### config.mk
export PLATFORM = sky130hd
export DESIGN_NAME = jpeg_dezigzag_buf_flat
export DESIGN_NICKNAME = d
export VERILOG_FILES = /design/src/rtl/jpeg_dezigzag_buf_if.sv /design/src/rtl/jpeg_dezigzag_buf.sv /design/src/flat_wrapper.sv
export SDC_FILE = /design/constraint.sdc
export NUM_CORES = 1
export LEC_CHECK = 0
export ABC_AREA = 1
export BUFFER_PORTS_ARGS = -buffer_cell sky130_fd_sc_hd__clkbuf_2
export CORE_ASPECT_RATIO = 1.1
export CORE_MARGIN = 3
export CORE_UTILIZATION = 45
export CTS_CLUSTER_DIAMETER = 80
export DETAILED_ROUTE_END_ITERATION = 6
export HOLD_SLACK_MARGIN = 0.1
export RECOVER_POWER = 100
export SYNTH_ARGS = -nofsm -noshare
export SYNTH_HDL_FRONTEND = slang
export SYNTH_SLANG_ARGS = --single-unit
### constraint.sdc
create_clock -name clk -period 3.9 [get_ports clk]
set_input_delay 0.585 -clock clk [delete_from_list [all_inputs] [get_ports clk]]
set_output_delay 0.585 -clock clk [all_outputs]
set_load 0.02 [all_outputs]
### src/rtl/jpeg_dezigzag_buf_if.sv
// Handshake bundle for the inverse-zigzag buffer: a zigzag-ordered coefficient
// stream in, a raster-ordered coefficient stream out with its raster index.
interface jpeg_dezigzag_buf_if #(
  parameter int DW = 12
);
  logic          in_valid;
  logic          in_ready;
  logic [DW-1:0] in_data;
  logic          out_valid;
  logic          out_ready;
  logic [DW-1:0] out_data;
  logic [5:0]    out_idx;
  logic          out_last;

  // Upstream/downstream side: produces coefficients and consumes the reordered stream.
  modport master (
    output in_valid, in_data, out_ready,
    input  in_ready, out_valid, out_data, out_idx, out_last
  );

  // Buffer side.
  modport slave (
    input  in_valid, in_data, out_ready,
    output in_ready, out_valid, out_data, out_idx, out_last
  );
endinterface

### src/rtl/jpeg_dezigzag_buf.sv
// Inverse zigzag reorder buffer. Coefficients arrive in zigzag scan order and
// are scattered into raster position as they are written; the read side then
// streams a full bank out sequentially. Two banks ping-pong so one block can
// fill while the previous one drains.
module jpeg_dezigzag_buf #(
  parameter int DW = 12
) (
  input  logic                 clk,
  input  logic                 rst_n,
  jpeg_dezigzag_buf_if.slave   bus
);

  // Zigzag scan index -> raster (row*8+col) position.
  function automatic logic [5:0] zz(input logic [5:0] k);
    case (k)
      6'd0:  zz = 6'd0;   6'd1:  zz = 6'd1;   6'd2:  zz = 6'd8;   6'd3:  zz = 6'd16;
      6'd4:  zz = 6'd9;   6'd5:  zz = 6'd2;   6'd6:  zz = 6'd3;   6'd7:  zz = 6'd10;
      6'd8:  zz = 6'd17;  6'd9:  zz = 6'd24;  6'd10: zz = 6'd32;  6'd11: zz = 6'd25;
      6'd12: zz = 6'd18;  6'd13: zz = 6'd11;  6'd14: zz = 6'd4;   6'd15: zz = 6'd5;
      6'd16: zz = 6'd12;  6'd17: zz = 6'd19;  6'd18: zz = 6'd26;  6'd19: zz = 6'd33;
      6'd20: zz = 6'd40;  6'd21: zz = 6'd48;  6'd22: zz = 6'd41;  6'd23: zz = 6'd34;
      6'd24: zz = 6'd27;  6'd25: zz = 6'd20;  6'd26: zz = 6'd13;  6'd27: zz = 6'd6;
      6'd28: zz = 6'd7;   6'd29: zz = 6'd14;  6'd30: zz = 6'd21;  6'd31: zz = 6'd28;
      6'd32: zz = 6'd35;  6'd33: zz = 6'd42;  6'd34: zz = 6'd49;  6'd35: zz = 6'd56;
      6'd36: zz = 6'd57;  6'd37: zz = 6'd50;  6'd38: zz = 6'd43;  6'd39: zz = 6'd36;
      6'd40: zz = 6'd29;  6'd41: zz = 6'd22;  6'd42: zz = 6'd15;  6'd43: zz = 6'd23;
      6'd44: zz = 6'd30;  6'd45: zz = 6'd37;  6'd46: zz = 6'd44;  6'd47: zz = 6'd51;
      6'd48: zz = 6'd58;  6'd49: zz = 6'd59;  6'd50: zz = 6'd52;  6'd51: zz = 6'd45;
      6'd52: zz = 6'd38;  6'd53: zz = 6'd31;  6'd54: zz = 6'd39;  6'd55: zz = 6'd46;
      6'd56: zz = 6'd53;  6'd57: zz = 6'd60;  6'd58: zz = 6'd61;  6'd59: zz = 6'd54;
      6'd60: zz = 6'd47;  6'd61: zz = 6'd55;  6'd62: zz = 6'd62;  6'd63: zz = 6'd63;
      default: zz = 6'd0;
    endcase
  endfunction

  logic [DW-1:0] bank_q [2][64];

  logic [1:0]    full_q,  full_d;
  logic          wbank_q, wbank_d;
  logic [5:0]    wcnt_q,  wcnt_d;
  logic          rbank_q, rbank_d;
  logic [5:0]    rcnt_q,  rcnt_d;

  logic          out_valid_q, out_valid_d;
  logic [DW-1:0] out_data_q,  out_data_d;
  logic [5:0]    out_idx_q,   out_idx_d;
  logic          out_last_q,  out_last_d;

  logic          in_ready_s;
  logic          wr_fire_s;
  logic          load_s;

  // Next-state logic for both bank pointers, fill flags and the output register.
  always_comb begin
    in_ready_s  = !full_q[wbank_q];
    wr_fire_s   = bus.in_valid && in_ready_s;
    load_s      = full_q[rbank_q] && (!out_valid_q || bus.out_ready);

    full_d      = full_q;
    wbank_d     = wbank_q;
    wcnt_d      = wcnt_q;
    rbank_d     = rbank_q;
    rcnt_d      = rcnt_q;
    out_valid_d = out_valid_q;
    out_data_d  = out_data_q;
    out_idx_d   = out_idx_q;
    out_last_d  = out_last_q;

    // Write side: the 6-bit count wraps on its own after the 64th coefficient.
    if (wr_fire_s) begin
      wcnt_d = wcnt_q + 6'd1;
      if (wcnt_q == 6'd63) begin
        full_d[wbank_q] = 1'b1;
        wbank_d         = !wbank_q;
      end else begin
        wbank_d         = wbank_q;
      end
    end else begin
      wcnt_d = wcnt_q;
    end

    // Read side: the write bank is never full, so the set above and the clear
    // below always target different banks and both take effect.
    if (load_s) begin
      out_valid_d = 1'b1;
      out_data_d  = bank_q[rbank_q][rcnt_q];
      out_idx_d   = rcnt_q;
      out_last_d  = (rcnt_q == 6'd63);
      rcnt_d      = rcnt_q + 6'd1;
      if (rcnt_q == 6'd63) begin
        full_d[rbank_q] = 1'b0;
        rbank_d         = !rbank_q;
      end else begin
        rbank_d         = rbank_q;
      end
    end else if (bus.out_ready) begin
      out_valid_d = 1'b0;
    end else begin
      out_valid_d = out_valid_q;
    end
  end

  // Control state and output register; reset empties both banks logically.
  always_ff @(posedge clk or negedge rst_n) begin
    if (!rst_n) begin
      full_q      <= 2'b00;
      wbank_q     <= 1'b0;
      wcnt_q      <= 6'd0;
      rbank_q     <= 1'b0;
      rcnt_q      <= 6'd0;
      out_valid_q <= 1'b0;
      out_data_q  <= '0;
      out_idx_q   <= 6'd0;
      out_last_q  <= 1'b0;
    end else begin
      full_q      <= full_d;
      wbank_q     <= wbank_d;
      wcnt_q      <= wcnt_d;
      rbank_q     <= rbank_d;
      rcnt_q      <= rcnt_d;
      out_valid_q <= out_valid_d;
      out_data_q  <= out_data_d;
      out_idx_q   <= out_idx_d;
      out_last_q  <= out_last_d;
    end
  end

  // Coefficient storage, scattered to raster position on write. No reset:
  // contents are only ever read from a bank whose full flag was set by a
  // complete post-reset fill.
  always_ff @(posedge clk) begin
    if (wr_fire_s) begin
      bank_q[wbank_q][zz(wcnt_q)] <= bus.in_data;
    end
  end

  assign bus.in_ready  = in_ready_s;
  assign bus.out_valid = out_valid_q;
  assign bus.out_data  = out_data_q;
  assign bus.out_idx   = out_idx_q;
  assign bus.out_last  = out_last_q;

endmodule

### src/flat_wrapper.sv
// flat-port wrapper written by rule: the top's interface ports become plain ports
module jpeg_dezigzag_buf_flat 
#(
  parameter int DW = 12
)
  (clk, rst_n, bus_in_valid, bus_in_data, bus_out_ready, bus_in_ready, bus_out_valid, bus_out_data, bus_out_idx, bus_out_last);
  jpeg_dezigzag_buf_if #(.DW(DW)) bus_i ();
  input  logic clk;
  input  logic rst_n;
  input wire logic [$bits(bus_i.in_valid)-1:0] bus_in_valid;
  input wire logic [$bits(bus_i.in_data)-1:0] bus_in_data;
  input wire logic [$bits(bus_i.out_ready)-1:0] bus_out_ready;
  output wire logic [$bits(bus_i.in_ready)-1:0] bus_in_ready;
  output wire logic [$bits(bus_i.out_valid)-1:0] bus_out_valid;
  output wire logic [$bits(bus_i.out_data)-1:0] bus_out_data;
  output wire logic [$bits(bus_i.out_idx)-1:0] bus_out_idx;
  output wire logic [$bits(bus_i.out_last)-1:0] bus_out_last;
  assign bus_i.in_valid = bus_in_valid;
  assign bus_i.in_data = bus_in_data;
  assign bus_i.out_ready = bus_out_ready;
  assign bus_in_ready = bus_i.in_ready;
  assign bus_out_valid = bus_i.out_valid;
  assign bus_out_data = bus_i.out_data;
  assign bus_out_idx = bus_i.out_idx;
  assign bus_out_last = bus_i.out_last;
  jpeg_dezigzag_buf #(.DW(DW)) u_core (.clk(clk), .rst_n(rst_n), .bus(bus_i));
endmodule
==> run metrics, run 1 <==
number of cells on the critical path=2; Placer Congestion=0.8783; vias in the first global route=43.61k; maximum VDD drop=0.5333 mV; type of the most critical hold path=in2reg; R2R Path Start=u_core.wbank_q$_DFFE_PN0P_; first-pass iteration count of the detailed router=7; clk sink count=1572; min cycle time layout=3.812 ns; crit path launch=bus_in_data[1]; Cells after Synth=6391; Final period util=0.9774; final WL=185800 um; Iteration-0 DRC Markers=4633; CTS max path bufs=3; average wire per standard cell=21.71 um; antenna viol nets, final=0; register area share after synthesis=0.6993; Num CTS Buffers=155; row count=148; syn nets=6426; worst endpoint data arrival time=4.31 ns; Cell variety after synth=33; Area Overhead vs Synth=11.47%; routed via count=45.05k; P_leak=0.02941 uW; CTS tree=done; diode count=0; Synth Area per Inst=10.52 um^2; final setup vio count=0; max frequency=0.2623 GHz; Core Footprint=0.1481 mm^2; dpl hpwl=110600 um; worst reg-to-reg setup slack=0.12 ns; Global Route Usage Sum=0.2395; Clock transition at path regs=0.06 ns; EDFF count, synth=1536; Synth Register Bits=1572; chip height=411.4 um; worst skew pair latency=0.78 ns; commonest cells in the netlist=1972 x nand2_1, 1536 x edfxtp_1, 724 x nor2_1; Crit path required time=4.40 ns; Power Dens Cells=632.0 mW/mm^2; startpoint types=input port; Ys Warns=0; Max-Cap Viols=18; RSZ-0062 raised after global routing=no; post-synth top area share=0.6859; Finished Cell Area=0.07496 mm^2; status=complete, but fails checks; top-count cell post-synth=nand2_1; CP Class=in2reg; Final TNS setup=0 ns; r2r worst-path depth=5; final hold vios=0; top_reg_cell synth=edfxtp_1; R2R Path End=u_core.bank_q[1][507]$_DFFE_PP_; IO Count=37; PortBufs=36; violated checks=design-rule violations, max-capacitance violations, max-slew violations; CP Cell Sequence=clkbuf_1 -> clkbuf_2; slowest CP cell=clkbuf_1; Worst-Margin Slew=4.056 ns; DRC=1; top cells by area, synth=edfxtp_1 69%, nand2_1 11%, nand3_1 5.1%; Starting Density=0.4539; Post-synth ARST share=0.02290; via density per instance=5.264; Die X=374.6 um; clock skew=0.02238 ns; die area=0.1541 mm^2; area of the multi-input gates=0.01618 mm^2; # fillers=13.27k; H-tree levels=4; Crit Path Max Fanout=56; Worst path max stage delay=2.77 ns; WP buf/inv=2; share of layout cells above drive strength 1=0.07278; crit path to=u_core.bank_q[1][493]$_DFFE_PP_; synthesized area=0.06725 mm^2; root buffer cell=clkbuf_16; Hold Path Depth=3; FF/Latch Area=0.04704 mm^2; Placed Area=0.07056 mm^2; GRT overflow=0; area leader, netlist=edfxtp_1; Final nets=6523; Place WS=0.2981 ns; Crit path max-delay family=buffers and inverters; crit path capture type=flip-flop; largest net degree at the start of global routing=187; initial antenna violation count=3; Pins Over Slew Limit=828; Setup WS post-layout=0.08816 ns; first-pass GRT wire length=276300 um; slew margin rel.=-1.704
## worst min-delay path by stage
stage | start | to | slack, ns
2_1_floorplan | rst_n | u_core.bus.out_data[0]$_DFFE_PN0P_ | 0.29
3_3_place_gp | u_core.bus.out_last$_DFFE_PN0P_ | u_core.bus.out_last$_DFFE_PN0P_ | 0.47
3_5_place_dp | u_core.bus.out_last$_DFFE_PN0P_ | u_core.bus.out_last$_DFFE_PN0P_ | 0.47
4_1_cts | bus_in_data[7] | u_core.bank_q[0][31]$_DFFE_PP_ | 0.19
5_1_grt | bus_in_valid | u_core.wcnt_q[0]$_DFFE_PN0N_ | 0.29
6_report | bus_in_valid | u_core.wcnt_q[0]$_DFFE_PN0N_ | 0.32
## cells in the final DEF (no fill, tap or decap), types with 3 or more instances in the layout
master / netlist / routed
clkbuf_16: 0 / 160
dfrtp_1: 36 / 33
nor2_2: 15 / 12
edfxtp_1: 1536 / 1536
and3_1: 3 / 3
clkinv_2: 0 / 29
clkbuf_1: 160 / 98
clkbuf_4: 0 / 10
ha_1: 19 / 19
dfrtp_4: 0 / 3
clkbuf_8: 0 / 4
o21ai_1: 30 / 27
nor2_1: 724 / 726
nor3_1: 2 / 3
o21ai_0: 284 / 287
clkinvlp_4: 0 / 4
bufinv_16: 0 / 13
nand4_1: 3 / 3
clkinv_1: 2 / 29
inv_1: 611 / 610
nand3_1: 690 / 690
nand2_1: 1972 / 1972
buf_12: 0 / 30
inv_2: 13 / 8
a21oi_1: 56 / 56
buf_4: 27 / 62
clkinv_8: 0 / 3
buf_2: 100 / 6
o211ai_1: 17 / 17
xor2_1: 11 / 11
inv_6: 0 / 7
clkbuf_2: 0 / 107
or2_2: 14 / 14
## worst min-delay path, delay by kind of cell
family                 cells  cell delay, ns
AND/OR/NAND/NOR            1            0.21
XOR/XNOR                   1            0.11
buffers and inverters      1            0.14
## routing by layer
layer	global-route usage	part of all wire	routed length (um)	up-vias
li1	-	-	-	21300
met1	0.3175	0.41	76540	21746
met2	0.4025	0.49	90460	1657
met3	0.03292	0.063	11690	349
met4	0.09079	0.038	7142	0
met5	0	0	0	-
## per-stage QoR
step / cells / utilization / power, uW / hold WS (ns)
floorplan: 6391 / - / 27170 / 0.2894
global placement: 8279 / 0.4763 / 33020 / 0.4725
detailed placement: 8279 / 0.4763 / 33030 / 0.4720
CTS: 8559 / 0.5099 / 47680 / 0.1929
global route: 8559 / 0.5060 / 49350 / 0.2902
finish: 8559 / 0.5060 / 47380 / 0.3217
## area by class of cell
class / count / share of cell area
clock buffers: 195 / 0.05570
clock inverters: 83 / 0.01041
inverters: 626 / 0.03165
multi-input cells: 3849 / 0.2159
flip-flops and latches: 1572 / 0.6274
well taps: 1950 / 0.03255
repair buffers: 284 / 0.02639
## what timing repair did
action | in CTS | in global routing
setup buffers | 0 | 0
endpoints found under the hold margin | 28 | 0
gates resized for setup | 0 | 0
hold buffers | 2 | 0
## report_power, final
part | internal, uW | switching [uW]
Sequential | 19300 | 372
Clock | 8450 | 6290
Combinational | 3350 | 9660
Total | 31100 | 16300
## kinds of logic (layout without fill, tap and decap cells)
logic type | count (synthesis) | after routing | share of synthesized area
buffers and inverters | 970 | 1188 | 0.06002
flip-flops | 1572 | 1572 | 0.6993
AO/OA/AOI/OAI | 393 | 393 | 0.03009
AND/OR/NAND/NOR | 3426 | 3426 | 0.2056
XOR/XNOR | 11 | 11 | 0.001433
adder cells (fa/ha/maj) | 19 | 19 | 0.003535
## flip-flops by register name, indices dropped and copies added, names as in the netlist
register / flops
u_core.bank_q: 1536
u_core.bus.out_data: 12
u_core.bus.out_idx: 6
u_core.rcnt_q: 6
u_core.wcnt_q: 6
u_core.full_q: 2
u_core.bus.out_last: 1
u_core.bus.out_valid: 1
u_core.rbank_q: 1
u_core.wbank_q: 1
(Power assumes the default switching activity.)
==> inputs of run 2 (changes only) <==
--- a/config.mk
+++ b/config.mk
@@ -8,8 +8,9 @@
 export ABC_AREA = 1
 export BUFFER_PORTS_ARGS = -buffer_cell sky130_fd_sc_hd__clkbuf_2
 export CORE_ASPECT_RATIO = 1.1
-export CORE_MARGIN = 3
+export CORE_MARGIN = 4
 export CORE_UTILIZATION = 45
+export CTS_BUF_LIST = sky130_fd_sc_hd__clkbuf_16
 export CTS_CLUSTER_DIAMETER = 80
 export DETAILED_ROUTE_END_ITERATION = 6
 export HOLD_SLACK_MARGIN = 0.1
==> run 2 against run 1 <==
  * The flow finishes with violations (max-capacitance violations, max-slew violations)
  * Final area is 0.59% higher
  * Non-clock buffer count is 3 higher
  * Clock skew is 0.0030 ns higher
  * Final cell count is 0.27% higher
  * Power is 1.9% higher
  * Die area is 1.0% higher
  * Sequential power hardly changed
  * Clock power is 5% higher
  * First-iteration DRC count is 2.3% higher
  * Clock-buffer cell count is 32 lower
  * Via count is 0.23% higher
  * Worst hold slack worse by 0.045 ns
  * Critical endpoint is now u_core.bank_q[0][256]$_DFFE_PP_
==> run metrics, run 2 (synthesized netlist as in run 1, its figures left out) <==
Clock transition at path regs=0.06 ns; Num CTS Buffers=159; root buffer cell=clkbuf_16; Largest register FFs=1536; largest net degree at the start of global routing=208; hold worst-path end=u_core.wcnt_q[0]$_DFFE_PN0N_; R2R Path End=u_core.bank_q[1][337]$_DFFE_PP_; CP Class=in2reg; slowest CP cell=clkbuf_1; hold slack final=0.2763 ns; chip height=413.4 um; Pins Over Slew Limit=769; WP buf/inv=2; CTS resizes=0; hold path startpoint=bus_in_valid; Global Route Usage Sum=0.2404; CTS tree=done; clock skew=0.02541 ns; dpl hpwl=111700 um; crit path capture type=flip-flop; PortBufs=36; slew margin rel.=-1.805; H-tree levels=4; DRC=0; startpoint types=input port; vias in the first global route=43.76k; Final nets=6530; Hold Path Depth=3; initial antenna violation count=2; Starting Density=0.4539; row count=148; Max-Cap Viols=15; first-pass iteration count of the detailed router=6; # fillers=13.22k; RSZ-0062 raised after global routing=no; CP Cell Sequence=clkbuf_1 -> buf_4; Crit Path Max Fanout=57; Core Footprint=0.1481 mm^2; share of layout cells above drive strength 1=0.07780; r2r worst-path depth=13; type of the most critical hold path=in2reg; R2R Path Start=u_core.wcnt_q[1]$_DFFE_PN0N_; Iteration-0 DRC Markers=4738; Area Overhead vs Synth=12.13%; worst skew pair latency=0.80 ns; worst endpoint data arrival time=4.26 ns; max frequency=0.2715 GHz; Crit path required time=4.48 ns; # hold bufs at CTS=2; Setup Fix Bufs, Post-CTS=0; final hold vios=0; Die X=376.6 um; status=complete, but fails checks; via density per instance=5.261; maximum VDD drop=0.6552 mV; violated checks=max-capacitance violations, max-slew violations; routed via count=45.15k; P_leak=0.02981 uW; Crit path max-delay family=buffers and inverters; final WL=188800 um; antenna viol nets, final=0; Placer Congestion=0.8862; average wire per standard cell=22.00 um; Final TNS setup=0 ns; Worst path max stage delay=2.88 ns; IO Count=37; Worst-Margin Slew=4.207 ns; die area=0.1557 mm^2; min cycle time layout=3.684 ns; most frequent cells in the layout=1973 x nand2_1, 1536 x edfxtp_1, 727 x nor2_1; commonest non-fill, non-tap cell in the layout=nand2_1; first-pass GRT wire length=278400 um; diode count=0; clk sink count=1572; final setup vio count=0; GRT overflow=0; CTS max path bufs=3; Reg with most FFs=u_core.bank_q; Power Dens Cells=640.6 mW/mm^2; worst reg-to-reg setup slack=0.26 ns; Final period util=0.9445
-- run 2: how the worst max path moves through the flow --
stage / startpoint / to / cells after the start
after detailed placement: u_core.wcnt_q[1]$_DFFE_PN0N_ / u_core.bank_q[1][662]$_DFFE_PP_ / 13
final: bus_in_data[4] / u_core.bank_q[0][256]$_DFFE_PP_ / 2
after CTS: u_core.wcnt_q[1]$_DFFE_PN0N_ / u_core.bank_q[1][665]$_DFFE_PP_ / 13
after global routing: u_core.wcnt_q[1]$_DFFE_PN0N_ / u_core.bank_q[0][343]$_DFFE_PP_ / 13
after global placement: u_core.wcnt_q[1]$_DFFE_PN0N_ / u_core.bank_q[1][671]$_DFFE_PP_ / 13
after floorplan: u_core.wcnt_q[1]$_DFFE_PN0N_ / u_core.bank_q[0][12]$_DFFE_PP_ / 11
-- run 2: metrics by stage --
stage	utilization	cells	instance area, um^2	setup WS (ns)	total power, uW
2_1_floorplan	-	6391	67250	0.9316	27170
6_report	0.5090	8582	75410	0.2163	48300
3_5_place_dp	0.4766	8282	70600	0.3908	33190
3_3_place_gp	0.4766	8282	70600	0.4582	33200
5_1_grt	0.5090	8582	75410	0.06952	50320
4_1_cts	0.5126	8582	75940	0.3637	48620
-- run 2: area by class of cell --
type                    count  area (um^2)  share of cell area
clock buffers             163         4079             0.05409
inverters                 626         2370             0.03143
repair buffers            287         2067             0.02741
flip-flops and latches   1572        47040              0.6238
well taps                1950         2440             0.03236
clock inverters           135         1237             0.01641
multi-input cells        3849        16180              0.2145
-- run 2: metal layers --
layer	vias to the layer above	wire length, um	share of wire	global-route usage
li1	21316	-	-	-
met1	21856	78980	0.42	0.3249
met2	1655	91190	0.48	0.4004
met3	327	12470	0.066	0.03382
met4	0	6148	0.033	0.08376
met5	-	0	0	0
-- run 2: where the power goes --
part           switching, uW  internal [uW]
sequential               485          19300
combinational           9680           3360
clock                   6550           8960
